**config.mk**
```make
export PLATFORM = sky130hd
export DESIGN_NAME = preem_delay_mult
export DESIGN_NICKNAME = d
export VERILOG_FILES = /design/src/rtl/preem_delay_mult.sv
export SDC_FILE = /design/constraint.sdc
export NUM_CORES = 1
export LEC_CHECK = 0
export CORE_MARGIN = 2
export CORE_UTILIZATION = 35
export CTS_CLUSTER_SIZE = 40
export DETAILED_ROUTE_END_ITERATION = 8
export PLACE_DENSITY = 0.49
export SYNTH_ARGS = -nofsm -noshare
export SYNTH_HDL_FRONTEND = slang
export SYNTH_SLANG_ARGS = --single-unit
```
**constraint.sdc**
```tcl
create_clock -name clk -period 7.35 [get_ports clk]
set_input_delay 1.8375 -clock clk [delete_from_list [all_inputs] [get_ports clk]]
set_output_delay 1.8375 -clock clk [all_outputs]
set_load 0.01 [all_outputs]
```
**src/rtl/preem_delay_mult.sv**
```systemverilog
// Pre-emphasis feed stage: presents x[n] with round(a*x[n-1]) one pipeline step later.
// Optional build macro PREEM_COEF_PROG_EN adds a run-time loadable coefficient register.
`default_nettype none

module preem_delay_mult #(
  parameter logic [15:0] COEF = 16'h7AE1
) (
  input  logic        clk,
  input  logic        rst,
  input  logic        din_valid,
  input  logic [15:0] din,
  input  logic        frame_start,
`ifdef PREEM_COEF_PROG_EN
  input  logic        coef_load,
  input  logic [15:0] coef_in,
`endif
  output logic        dout_valid,
  output logic [15:0] dout_cur,
  output logic [16:0] dout_scaled
);

  // Streaming handshake: din_valid marks a sample for one cycle and is always
  // accepted; dout_valid is a one-cycle pulse per sample with no ready, so the
  // consumer must take dout_cur/dout_scaled in the cycle dout_valid is high.

  logic [15:0] x_cur_q, x_cur_d;
  logic [15:0] x_prev_q, x_prev_d;
  logic [15:0] hist_q, hist_d;
  logic        v1_q, v1_d;

  logic        dout_valid_q, dout_valid_d;
  logic [15:0] dout_cur_q, dout_cur_d;
  logic [16:0] dout_scaled_q, dout_scaled_d;

  logic [15:0]        coef_use;
  logic signed [31:0] prod;
  logic signed [31:0] prod_rnd;
  logic [14:0]        rnd_unused;

`ifdef PREEM_COEF_PROG_EN
  logic [15:0] coef_q, coef_d;

  always_comb begin
    coef_d = coef_q;
    if (coef_load) coef_d = coef_in;
  end

  always_ff @(posedge clk or posedge rst) begin
    if (rst) coef_q <= COEF;
    else     coef_q <= coef_d;
  end

  assign coef_use = coef_q;
`else
  assign coef_use = COEF;
`endif

  // Stage 1: capture sample and its predecessor; frame_start clears history.
  always_comb begin
    x_cur_d  = x_cur_q;
    x_prev_d = x_prev_q;
    hist_d   = hist_q;
    v1_d     = din_valid;
    if (din_valid) begin
      x_cur_d  = din;
      x_prev_d = frame_start ? 16'h0000 : hist_q;
      hist_d   = din;
    end else if (frame_start) begin
      hist_d = 16'h0000;
    end
  end

  // Stage 2: signed Q1.15 product, round half toward +inf at bit 14.
  always_comb begin
    prod          = $signed(x_prev_q) * $signed(coef_use);
    prod_rnd      = prod + 32'sd16384;
    rnd_unused    = prod_rnd[14:0];
    dout_valid_d  = v1_q;
    dout_cur_d    = dout_cur_q;
    dout_scaled_d = dout_scaled_q;
    if (v1_q) begin
      dout_cur_d    = x_cur_q;
      dout_scaled_d = prod_rnd[31:15];
    end
  end

  always_ff @(posedge clk or posedge rst) begin
    if (rst) begin
      x_cur_q       <= '0;
      x_prev_q      <= '0;
      hist_q        <= '0;
      v1_q          <= 1'b0;
      dout_valid_q  <= 1'b0;
      dout_cur_q    <= '0;
      dout_scaled_q <= '0;
    end else begin
      x_cur_q       <= x_cur_d;
      x_prev_q      <= x_prev_d;
      hist_q        <= hist_d;
      v1_q          <= v1_d;
      dout_valid_q  <= dout_valid_d;
      dout_cur_q    <= dout_cur_d;
      dout_scaled_q <= dout_scaled_d;
    end
  end

  assign dout_valid  = dout_valid_q;
  assign dout_cur    = dout_cur_q;
  assign dout_scaled = dout_scaled_q;

endmodule

`default_nettype wire

```
Word level (Yosys, flattened, before mapping) --
Cells that the tools add are included.
Word-level totals: register bits after elaboration 83, logic and storage cells 11, input bits 20, output and inout port bits 34
Cells by class: muxes and demuxes 2, add/sub/neg operators 1, $mul 1
Operators by type and width (number):
- $add A32 B16 Y32 const B | 1
- $mul A16 B16 Y32 const B | 1
- $mux W16 | 2

Depth between registers and ports, before layout --
depth in word-level cells 2, mapped depth 20, depth with buffers taken out 19

Least setup slack after synthesis --
OpenSTA, ideal clock, no wires.
path type reg-to-reg, from register x_prev_q[15], to register dout_scaled_q[16], in the netlist dout_scaled[16], path buffers 1, data required time 7224 ps, path slack 1766 ps, data arrival time 5458 ps, cell stages (with the launch flop) 16, period minus slack after synthesis 5584 ps, library setup time 126 ps, path through dfrtp_1 > ha_1 > fa_1 > fa_1 > fa_1 > fa_1 > fa_1 > inv_1 > ha_1 > clkbuf_1 > nand4_1 > or3_1 > a2bb2oi_1 > and3_1 > mux2_2 > a221o_1
Between the ends: cells in the longest elaborated chain, start to end 2
Ends and longest elaborated chain:
- from (decl) | line 27 | logic [15:0] x_prev_q, x_prev_d;
- from (signal assigned) | line 98 | x_prev_q <= x_prev_d;
- $mul A16 B16 Y32 | line 75 | prod = $signed(x_prev_q) * $signed(coef_use);
- $add A32 B16 Y32 | line 76 | prod_rnd = prod + 32'sd16384;
- to (signal assigned) | line 103 | dout_scaled_q <= dout_scaled_d;
- to (decl) | line 33 | logic [16:0] dout_scaled_q, dout_scaled_d;
Every way passes these cells. A chain may end at the register's enable or synchronous reset.

Worst setup path after layout --
from register x_prev_q[1], to register dout_scaled_q[7], in the netlist dout_scaled[7]
The elaborated chain is that of the path after synthesis.

==> out/results.ini <==
[critical_path]
cp_cell_sequence=ha_1 -> inv_1 -> fa_1 -> inv_1 -> fa_1 -> fa_1 -> fa_1 -> inv_1 -> fa_1 -> inv_1 -> ha_1 -> a21o_1 -> a221o_1 -> a221oi_4 -> o21bai_1 -> xor2_1 -> mux2_2
crit_type=register to register
crit_buf_inv=4
start_kind=register
critical-path-slowest-cell=fa_1
cp_max_fo=7
endpoint_kind=register
critPathArrivalTime_ns=6.03
critPathTopFamily=adder cells
worstPathRequired_ns=7.56
critPathMostFrequentCell=fa_1
crit_path_max_incr_delay_ns=0.57

[hold_path]
worstHoldPathType=register to register

[drt]
wirelength_um=19500
post_drt_wl_per_cell_um=16.1
drtAntennaViolNets=0
vias=5569
drc=0
first_iter_violations=322
viasPerCell=4.60
drt_pass1_iterations=4

[global_routing]
grt_overflow=0
grt_usage_pct=16.7
grt_pass1_vias=6120
antenna_found_initial=0
grt_pass1_wl_um=33500
grt_max_degree=70

[cells_and_area]
final_common_cell=inv_1
num_antenna_cells=0
area_growth_pct=13.3
final_cell_mix=224 x inv_1, 118 x ha_1, 107 x fa_1
drive_gt1_share_pct=5.76
num-fill-cells=2485
finalNetCount=1126
fin_cells=1210

[clock_tree]
holdBufCountCts=0
cts_tree=built
cts_made_buffers=9
h-tree-depth=3
clock-sinks=83
postCtsSetupBuffers=0
cts_resized=0
clkTransAtPathRegs_ns=0.07
cts-root-buf=clkbuf_16
clk_latency_ns=0.33
cts_max_path_buffers=2

[synth]
synthFlopType=dfrtp_1
synth-seq-cells=83
yosys_warnings=0
post_synth.cell_area_avg_um2=10.2
synthesis.area_um2=8530
synthArstFlopShare_pct=100
syn-num-nets=1081
synth_edf_count=0
synthCells=836
synth.distinct_cells=46
seq_area_frac_synth_pct=24.3

[floorplanning]
die_h_um=160
die_x_um=160
num_rows=57
start_util_pct=35.4
core_region_area_um2=24100
die-area_um2=25600
io-pin-count=54

[timing]
slew_headroom_pct=40.0
finalClockSkew_ns=0.00793
final_max_slew_viol_count=0
fin_crit_ns=5.81
hold_viol_final=0
setup_viol=0
fmax_mhz=172
tightestPinTransition_ns=0.901
setup_tns_ns=0
period_share_pct=79.1
rsz0062_at_grt=false

[power_and_ir_drop]
powerDensity_nw_per_um2=399
peakVddDrop_v=0.000208
p_leak_nw=4.97

[place]
hpwl_um=16100
place_inst=1194
gp_congestion=0.859
place.port_buffers=53

[job]
timing.max_cap.violations=0

[run_status]
status=finished, final reports clean

-- metal layers --
| layer | share of wire [%] | global-route usage (%) | up-vias | wire length (µm) |
|---|---|---|---|---|
| li1 | - | - | 2723 | - |
| met1 | 49 | 24.2 | 2779 | 9620 |
| met2 | 48 | 27.6 | 63 | 9410 |
| met3 | 2.1 | 2.10 | 4 | 406 |
| met4 | 0.25 | 1.84 | 0 | 48 |
| met5 | 0 | 0 | - | 0 |
-- path summary, 6_finish.rpt --
| path | start | end | slack (ns) | cells after the start |
|---|---|---|---|---|
| max in group asynchronous | rst | x_cur_q[3]$_DFFE_PP0P_ | 4.42 | 3 |
| setup reg to reg | x_prev_q[1]$_DFFE_PP0P_ | dout_scaled[7]$_DFFE_PP0P_ | 1.54 | 17 |
| hold / removal | x_cur_q[14]$_DFFE_PP0P_ | dout_cur[14]$_DFFE_PP0P_ | 0.51 | 1 |
| min in group asynchronous | rst | dout_cur[14]$_DFFE_PP0P_ | 1.75 | 2 |
| setup / recovery | x_prev_q[1]$_DFFE_PP0P_ | dout_scaled[7]$_DFFE_PP0P_ | 1.54 | 17 |
| hold reg to reg | x_cur_q[14]$_DFFE_PP0P_ | dout_cur[14]$_DFFE_PP0P_ | 0.51 | 1 |
-- worst reg2reg max path, delay by kind of cell (launching register included) --
kind / cells / cell delay [ns]
buf+inv: 4 / 0.22
compound gates: 4 / 1.17
fa+ha+maj: 7 / 3.39
mux: 1 / 0.26
flops: 1 / 0.49
xor+xnor: 1 / 0.15
-- per-stage QoR --
step                utilization (%)  power (mW)  hold slack (ns)  instance area [µm²]  setup WS (ns)
finish                         40.1        3.86            0.507                 9670           1.54
global route                   40.1        4.33            0.522                 9670           1.14
CTS                            40.1        3.94            0.508                 9670           1.53
detailed placement             39.0        3.48            0.488                 9390           1.54
global placement               39.0        3.48            0.490                 9390           1.56
floorplan                         -        2.72            0.352                 8530           1.77
-- power breakdown --
part	internal, mW	switching [mW]
clock network	0.232	0.195
logic	1.17	1.65
registers	0.548	0.0602
-- cell usage after synthesis (all sizes together) (9+ instances only) --
library cell	instances	share of area, %
nand2b	19	1.4
o21ai	46	2.7
nor2	10	0.44
ha	118	17
a21oi	21	1.2
dfrtp	83	24
mux2i	18	2.1
clkbuf	16	0.70
xor2	10	1.0
mux2	26	3.5
nand2	41	1.8
inv	225	9.9
fa	107	25
nand4	11	0.81
a21o	9	0.79
-- state kept, by name, indices dropped and copies added, names as in the netlist --
| register | count |
|---|---|
| dout_scaled | 17 |
| dout_cur | 16 |
| hist_q | 16 |
| x_cur_q | 16 |
| x_prev_q | 16 |
| dout_valid | 1 |
| dout_valid_d | 1 |
-- cell type report --
cell class / count / area, µm² / area share [%]
multi-input cells: 505 / 5510 / 57.0
well taps: 324 / 405 / 4.19
clock buffers: 10 / 229 / 2.37
flip-flops and latches: 83 / 2080 / 21.5
inverters: 225 / 846 / 8.75
repair buffers: 57 / 556 / 5.74
clock inverters: 6 / 48.8 / 0.505
-- kinds of logic after synthesis --
kind of cell	count (synthesis)	synth area share [%]
buf+inv	248	11.1
fa+ha+maj	225	42.4
compound gates	113	8.64
simple gates	106	6.20
flops	83	24.3
mux	44	5.59
xor+xnor	17	1.74
No activity file was read; power rests on OpenSTA's default activity.
